==> src/rtl/gcd_result_packer_if.sv <==
// Handshake bundle between the GCD result FIFO, the packer and the next stage.
// The master side drives the pop strobe, the packed word and the result count.
interface gcd_result_packer_if #(
  parameter int DATA_W = 4,
  parameter int PACK_N = 4
);
  localparam int LANES_W = $clog2(PACK_N + 1);

  logic                       y_rdy;
  logic [DATA_W-1:0]          y_data;
  logic                       y_en;
  logic                       flush;
  logic [DATA_W*PACK_N-1:0]   word;
  logic [LANES_W-1:0]         word_lanes;
  logic                       word_valid;
  logic                       word_ready;
  logic [7:0]                 res_cnt;

  modport master (
    input  y_rdy, y_data, flush, word_ready,
    output y_en, word, word_lanes, word_valid, res_cnt
  );

  modport slave (
    output y_rdy, y_data, flush, word_ready,
    input  y_en, word, word_lanes, word_valid, res_cnt
  );
endinterface

==> src/rtl/gcd_result_packer.sv <==
// Pops GCD results from a first-word-fall-through FIFO and packs PACK_N of them
// (lane 0 first) into one word offered on a valid/ready port; flush emits a partial word.
module gcd_result_packer #(
  parameter int DATA_W = 4,
  parameter int PACK_N = 4
) (
  input logic               clk_i,
  input logic               rst_ni,
  gcd_result_packer_if.master bus
);
  localparam int CW = $clog2(PACK_N + 1);

  typedef enum logic {FILL, HOLD} state_t;

  state_t          state_reg;
  logic [CW-1:0]   count_reg;
  logic            word_valid_reg;
  logic [CW-1:0]   word_lanes_reg;
  logic [7:0]      res_cnt_reg;

  logic            pop;
  logic [CW-1:0]   count_next;
  logic            emit;
  logic            accept;

  // Popping is gated by reset so the FIFO is never drained while held in reset.
  assign pop        = rst_ni && (state_reg == FILL) && bus.y_rdy;
  assign count_next = count_reg + {{(CW-1){1'b0}}, pop};
  assign emit       = (state_reg == FILL) &&
                      ((pop && (count_next == CW'(PACK_N))) ||
                       (bus.flush && (count_next != '0)));
  assign accept     = (state_reg == HOLD) && word_valid_reg && bus.word_ready;

  always_ff @(posedge clk_i or negedge rst_ni) begin
    if (!rst_ni) begin
      state_reg      <= FILL;
      count_reg      <= '0;
      word_valid_reg <= 1'b0;
      word_lanes_reg <= '0;
      res_cnt_reg    <= 8'd0;
    end else begin
      case (state_reg)
        FILL: begin
          if (pop) begin
            count_reg   <= count_next;
            res_cnt_reg <= res_cnt_reg + 8'd1;
          end
          if (emit) begin
            state_reg      <= HOLD;
            word_valid_reg <= 1'b1;
            word_lanes_reg <= count_next;
          end
        end
        HOLD: begin
          if (accept) begin
            state_reg      <= FILL;
            count_reg      <= '0;
            word_valid_reg <= 1'b0;
            word_lanes_reg <= '0;
          end
        end
        default: state_reg <= FILL;
      endcase
    end
  end

  // Each lane captures the result that arrives while the count points at it,
  // and is wiped on acceptance so a later partial word carries zero lanes.
  for (genvar gi = 0; gi < PACK_N; gi++) begin : g_lane
    logic [DATA_W-1:0] lane_reg;

    always_ff @(posedge clk_i or negedge rst_ni) begin
      if (!rst_ni) begin
        lane_reg <= '0;
      end else if (accept) begin
        lane_reg <= '0;
      end else if (pop && (count_reg == CW'(gi))) begin
        lane_reg <= bus.y_data;
      end
    end

    assign bus.word[gi*DATA_W +: DATA_W] = lane_reg;
  end

  assign bus.y_en       = pop;
  assign bus.word_lanes = word_lanes_reg;
  assign bus.word_valid = word_valid_reg;
  assign bus.res_cnt    = res_cnt_reg;
endmodule

==> src/flat_wrapper.sv <==
// flat-port wrapper written by rule: the top's interface ports become plain ports
module gcd_result_packer_flat 
#(
  parameter int DATA_W = 4,
  parameter int PACK_N = 4
)
  (clk_i, rst_ni, bus_y_rdy, bus_y_data, bus_flush, bus_word_ready, bus_y_en, bus_word, bus_word_lanes, bus_word_valid, bus_res_cnt);
  gcd_result_packer_if #(.DATA_W(DATA_W), .PACK_N(PACK_N)) bus_i ();
  input logic clk_i;
  input logic rst_ni;
  input wire logic [$bits(bus_i.y_rdy)-1:0] bus_y_rdy;
  input wire logic [$bits(bus_i.y_data)-1:0] bus_y_data;
  input wire logic [$bits(bus_i.flush)-1:0] bus_flush;
  input wire logic [$bits(bus_i.word_ready)-1:0] bus_word_ready;
  output wire logic [$bits(bus_i.y_en)-1:0] bus_y_en;
  output wire logic [$bits(bus_i.word)-1:0] bus_word;
  output wire logic [$bits(bus_i.word_lanes)-1:0] bus_word_lanes;
  output wire logic [$bits(bus_i.word_valid)-1:0] bus_word_valid;
  output wire logic [$bits(bus_i.res_cnt)-1:0] bus_res_cnt;
  assign bus_i.y_rdy = bus_y_rdy;
  assign bus_i.y_data = bus_y_data;
  assign bus_i.flush = bus_flush;
  assign bus_i.word_ready = bus_word_ready;
  assign bus_y_en = bus_i.y_en;
  assign bus_word = bus_i.word;
  assign bus_word_lanes = bus_i.word_lanes;
  assign bus_word_valid = bus_i.word_valid;
  assign bus_res_cnt = bus_i.res_cnt;
  gcd_result_packer #(.DATA_W(DATA_W), .PACK_N(PACK_N)) u_core (.clk_i(clk_i), .rst_ni(rst_ni), .bus(bus_i));
endmodule
==> config.mk <==
export PLATFORM = sky130hd
export DESIGN_NAME = gcd_result_packer_flat
export DESIGN_NICKNAME = d
export VERILOG_FILES = /design/src/rtl/gcd_result_packer_if.sv /design/src/rtl/gcd_result_packer.sv /design/src/flat_wrapper.sv
export SDC_FILE = /design/constraint.sdc
export NUM_CORES = 1
export LEC_CHECK = 0
export ABC_AREA = 0
export CAP_MARGIN = 40
export CORE_AREA = 2 2 48 84
export DETAILED_ROUTE_END_ITERATION = 12
export DIE_AREA = 0 0 50 86
export HOLD_SLACK_MARGIN = 0.08
export PLACE_DENSITY = 0.74
export RECOVER_POWER = 50
export SKIP_CTS_REPAIR_TIMING = 1
export SLEW_MARGIN = 20
export SYNTH_ARGS = -nofsm -noshare
export SYNTH_HDL_FRONTEND = slang
export SYNTH_SLANG_ARGS = --single-unit
==> constraint.sdc <==
create_clock -name clk_i -period 2.2 [get_ports clk_i]
set_clock_uncertainty 0.15 [all_clocks]
set_input_delay 0.22 -clock clk_i [delete_from_list [all_inputs] [get_ports clk_i]]
set_output_delay 0.22 -clock clk_i [all_outputs]
set_load 0.1 [all_outputs]
==> results of run 1 <==
==> kinds of logic (layout without fill, tap and decap cells) <==
kind of cell / Yosys count / count (layout)
adder cells (fa/ha/maj): 3 / 3
multiplexers: 2 / 2
AND/OR/NAND/NOR: 66 / 66
AO/OA/AOI/OAI: 26 / 26
buffers and inverters: 10 / 55
flip-flops: 32 / 32
XOR/XNOR: 8 / 8
==> placed cells by master, fill, tap and decap left out, types with 2 or more instances in the layout <==
cell type         n
a21o_1            2
a22o_1            2
buf_4            21
clkbuf_1         16
clkbuf_8          5
clkdlybuf4s50_1   7
dfrtp_1          32
ha_4              2
nand2_1          28
nand2b_1          2
nand3_1          13
nand4_1           7
nand4bb_4         2
nor2_1            3
nor2b_1           4
nor3_2            2
o211ai_1         12
o21ai_1           6
xnor2_1           4
xor2_1            4
==> worst max-delay path, cell delays in order, from the launching register on <==
cell and delay [ps]:
dfrtp_1 400, and3b_1 280, ha_4 150, ha_4 190
nand4bb_4 240, a221oi_4 340, o21ai_1 110
==> layout make-up <==
type                       instances  area share
clock buffer                       6      0.0363
tap                               46      0.0288
clock inverter                     1     0.00250
sequential                        32       0.401
multi-input combinational        105       0.369
timing repair buffer              47       0.161
inverter                           1     0.00188
==> synth_stat cells, types with 2 or more instances <==
cell type	n
dfrtp_1	32
nand2_1	28
nand3_1	13
o211ai_1	12
nand4_1	7
o21ai_1	6
buf_2	4
nor2b_1	4
xnor2_1	4
xor2_1	4
buf_6	3
ha_1	3
nor2_1	3
a21o_1	2
a22o_1	2
nand2b_1	2
nor3_2	2
==> worst max path at each step <==
stage          cells after the start                           end  slack (ps)              from
2_1_floorplan                      8      u_core.bus.word_lanes[0]         -10  u_core.state_reg
3_3_place_gp                       7      u_core.bus.word_lanes[1]           7         bus_y_rdy
3_5_place_dp                       7      u_core.bus.word_lanes[1]         -60         bus_y_rdy
4_1_cts                            6      u_core.bus.word_lanes[1]         200  u_core.state_reg
5_1_grt                            6  u_core.g_lane[0].lane_reg[2]          90            rst_ni
6_report                           6      u_core.bus.word_lanes[1]         210  u_core.state_reg
==> layer usage <==
metal | part of all wire | vias up | global-route usage
met5 | 0 | - | 0
met3 | 0.035 | 11 | 0.0418
met4 | 0.029 | 0 | 0.111
li1 | - | 615 | -
met1 | 0.37 | 619 | 0.177
met2 | 0.57 | 32 | 0.318
==> stage by stage <==
step	setup slack [ps]	instance area, um2	hold WS, ps	std cells	TNS (ps)
finish	207	2000	318	238	0
global route	93.9	2000	345	238	0
CTS	202	2040	-144	236	0
detailed placement	-59.4	1960	161	229	-98.8
global placement	6.66	1960	153	229	0
floorplan	-10.1	1620	-226	147	-20.1
==> flow_summary.yaml, run 1 <==
worst_setup_path:
  ff2ff_setup_slack_ps: 210
  reg2regPathDepth: 6
  reg2reg_from: "u_core.state_reg"
  worstSetupEndpointType: "flip-flop"
  worstPathArrival_ps: 2000
  r2r-end: "u_core.bus.word_lanes[1]"
  crit_type: "flip-flop to flip-flop"
  crit_path_start_kind: "flip-flop"
  crit_path_max_fanout: 4
  required_ps: 2210
placed_design:
  dp_hpwl_mm: 2.68
  routabilityCongestion: 0.810
  port_buffers: 37
clock_tree:
  htreeDepth: 2
  insertion_delay_ps: 280
  clkTransAtPathRegs_ps: 60
  cts_buffers: 5
  clockRootBuffer: "clkbuf_8"
  clock_path_buffers: 2
  cts_tree: "done"
  clock-sinks: 32
die:
  design.die.area_um2: 4300
  row_count: 29
  dieHeight_um: 86
  chipWidth_um: 50
  ios: 38
  initial_utilization: 0.434
  core-area_um2: 3590
global_route:
  grt_overflow: 0
  grt_max_degree: 37
  antenna_found_initial: 0
  grt_first_pass_wirelength_mm: 5.81
  grtUsageTotal: 0.177
  grt_pass1_vias: 1267
cells_and_area:
  fill_cells: 315
  finalNetCount: 204
  n_antenna_cell: 0
  regArea_um2: 801
  finish.utilization: 0.557
  post_route_cells_drive_above_1_share: 0.193
  largest_reg_flops: 16
  areaGrowthSynthToFinish_pct: 28.3
  multi_input_area_um2: 737
min_path:
  hold_start: "u_core.bus.res_cnt[7]"
  hold_class: "flip-flop to flip-flop"
  hold_depth: 1
  holdPathEnd: "u_core.bus.res_cnt[7]"
sta:
  setup_viol: 0
  rsz0062_at_grt: "no"
  period_needed_ps: 1990
  hold_viol: 0
  slew_violations: 0
  max_slew_margin: 0.218
  finalCritPeriodShare: 0.906
  fmax_mhz: 502
  worstMarginPinSlew_ps: 1180
drt:
  final_antenna_net_count: 0
  drt_iter0_drc: 36
  drc: 0
  route.vias.total: 1277
  via_per_inst: 5.37
  firstDrtPassIters: 4
  wl_per_cell_um: 15.1
  routed_wl_mm: 3.59
synth:
  synth_fp_nets: 159
  synthAdderAreaFrac: 0.0241
  synth_area_leaders: "dfrtp_1, nand2_1, o211ai_1"
  avgSynthCellArea_um2: 10.6
  seq_area_frac_synth: 0.514
  synth-compound-area-share: 0.121
  synth-edff-count: 0
  ys.flop_type: "dfrtp_1"
  synth_top_cell_area_share: 0.514
  synth_xor_xnor_area_share: 0.0449
  synthMuxAreaShare: 0.0161
  async_flop_share: 1.00
  yosys.area_share.simple: 0.236
  synth_top_family_by_area: "simple AND/OR/NAND/NOR gates"
  synth-seq-cells: 32
  yosys.cell_types.count: 33
  yosysTopAreaCell: "dfrtp_1"
  syn_inst: 147
  yosysWarningCount: 0
  syn-cell-area_um2: 1560
outcome:
  status: "completed"
job:
  cap_violations: 0
Power of run 1 is left out: the tool's default activity adds up to more than one toggle a clock period on the data nets, which glitch-free logic cannot reach.
==> inputs of run 2 (changes only) <==
--- a/config.mk
+++ b/config.mk
@@ -13,6 +13,7 @@
 export HOLD_SLACK_MARGIN = 0.08
 export PLACE_DENSITY = 0.74
 export RECOVER_POWER = 50
+export REMOVE_ABC_BUFFERS = 1
 export SKIP_CTS_REPAIR_TIMING = 1
 export SLEW_MARGIN = 20
 export SYNTH_ARGS = -nofsm -noshare
==> run 2 against run 1 <==
Against the previous run: hold slack got worse by 89 ps; non-clock buffer count stayed put; critical endpoint unchanged; largest cell class unchanged; count of clock-buffer cells in the layout unchanged; sequential cell count unchanged; first-iteration DRC count down 44%; highest routed layer unchanged; critical path type unchanged.
==> flow_summary.yaml, run 2 (same netlist as run 1, synthesis figures left out) <==
global_route:
  met1_usage: 0.209
  grt_max_degree: 37
  antenna_found_initial: 0
  grt_pass1_vias: 1262
  grtUsageTotal: 0.177
  grt_overflow: 0
  grtUsageMet2: 0.287
  grt_first_pass_wirelength_mm: 5.79
  grt_util_met3: 0.0453
  top_usage_layer: "met2"
cells_and_area:
  n_antenna_cell: 0
  mostFrequentLayoutCell: "dfrtp_1"
  largest_reg_flops: 16
  finalNetCount: 204
  final-instance-count-excl-fill: 239
  regArea_um2: 801
  areaGrowthSynthToFinish_pct: 28.6
  multi_input_area_um2: 701
  mostFrequentLayoutCells: "dfrtp_1, nand2_1, buf_4, clkbuf_1, nand3_1"
  fill_cells: 326
  post_route_cells_drive_above_1_share: 0.202
placed_design:
  dp_hpwl_mm: 2.55
  port_buffers: 37
  routabilityCongestion: 0.769
  dp_cells: 231
drt:
  routed_wl_mm: 3.39
  via_per_inst: 5.37
  wl_per_cell_um: 14.2
  route.vias.total: 1284
  drc: 0
  drt_iter0_drc: 20
  final_antenna_net_count: 0
  firstDrtPassIters: 4
outcome:
  status: "completed"
die:
  initial_utilization: 0.434
  row_count: 29
  ios: 38
  core-area_um2: 3590
  chipWidth_um: 50
  design.die.area_um2: 4300
  dieHeight_um: 86
clock_tree:
  clock-sinks: 32
  clockRootBuffer: "clkbuf_8"
  clock_path_buffers: 2
  insertion_delay_ps: 280
  clkTransAtPathRegs_ps: 70
  cts_buffers: 5
  htreeDepth: 2
  cts_tree: "done"
sta:
  hold_viol: 0
  setup_viol: 0
  worstMarginPinSlew_ps: 1170
  finalCritPeriodShare: 0.950
  slew_violations: 0
  period_needed_ps: 2090
  rsz0062_at_grt: "no"
  max_slew_margin: 0.226
  fmax_mhz: 478
worst_setup_path:
  crit_path_max_fanout: 4
  crit_type: "flip-flop to flip-flop"
  worstPathArrival_ps: 2100
  cp-startpoint: "u_core.state_reg"
  ff2ff_setup_slack_ps: 110
  required_ps: 2210
  worstSetupEndpointType: "flip-flop"
  reg2reg_from: "u_core.state_reg"
  crit_path_start_kind: "flip-flop"
job:
  cap_violations: 0
min_path:
  hold_class: "input pin to asynchronous set/reset pin"
[run 2: changes by cell type in the layout (fill, tap and decap cells not counted)]
cell / before / now
ha_1: 1 / 3
clkdlybuf4s50_1: 7 / 8
nand4bb_2: 0 / 1
clkbuf_1: 16 / 14
bufinv_16: 0 / 1
buf_1: 1 / 0
ha_4: 2 / 0
dlygate4sd3_1: 1 / 0
buf_4: 21 / 24
nand4bb_4: 2 / 1
[run 2: worst max-delay path: stages, from the launching register on]
cell and delay [ps]:
dfrtp_1 370, and3b_1 200, ha_1 190, ha_1 290
nand4bb_2 280, a221oi_4 380, o21ai_1 110
[run 2: metal layers]
metal	vias to the layer above	routed length [um]
met5	-	0
li1	616	-
met1	633	1400
met3	6	133
met4	0	70
met2	29	1780
[run 2: path summary, 6_finish.rpt]
kind                                             to  depth (start not counted)
max                        u_core.bus.word_lanes[1]                          6
min                        u_core.bus.word_lanes[2]                          2
max reg2reg                u_core.bus.word_lanes[1]                          6
min reg2reg                   u_core.bus.res_cnt[7]                          1
max in group asynchronous     u_core.bus.res_cnt[3]                          2
min in group clk_i            u_core.bus.res_cnt[7]                          1
[run 2: cell type report]
| class | instances | share of cell area |
|---|---|---|
| multi-input cells | 105 | 0.350 |
| flip-flops and latches | 32 | 0.400 |
| well taps | 46 | 0.0287 |
| clock inverters | 2 | 0.0175 |
| inverters | 1 | 0.00187 |
| repair buffers | 47 | 0.167 |
| clock buffers | 6 | 0.0362 |
[run 2: metrics by stage]
stage / instance area [um2] / setup WS, ps / setup TNS (ps) / hold slack (ps) / util
2_1_floorplan: 1490 / -841 / -4730 / -226 / -
3_3_place_gp: 1940 / -142 / -442 / 311 / 0.539
3_5_place_dp: 1940 / -217 / -696 / 313 / 0.539
4_1_cts: 2040 / 72.5 / 0 / 236 / 0.569
5_1_grt: 2000 / 31.7 / 0 / 295 / 0.558
6_report: 2000 / 109 / 0 / 230 / 0.558
Power of run 2 is left out for the same reason.
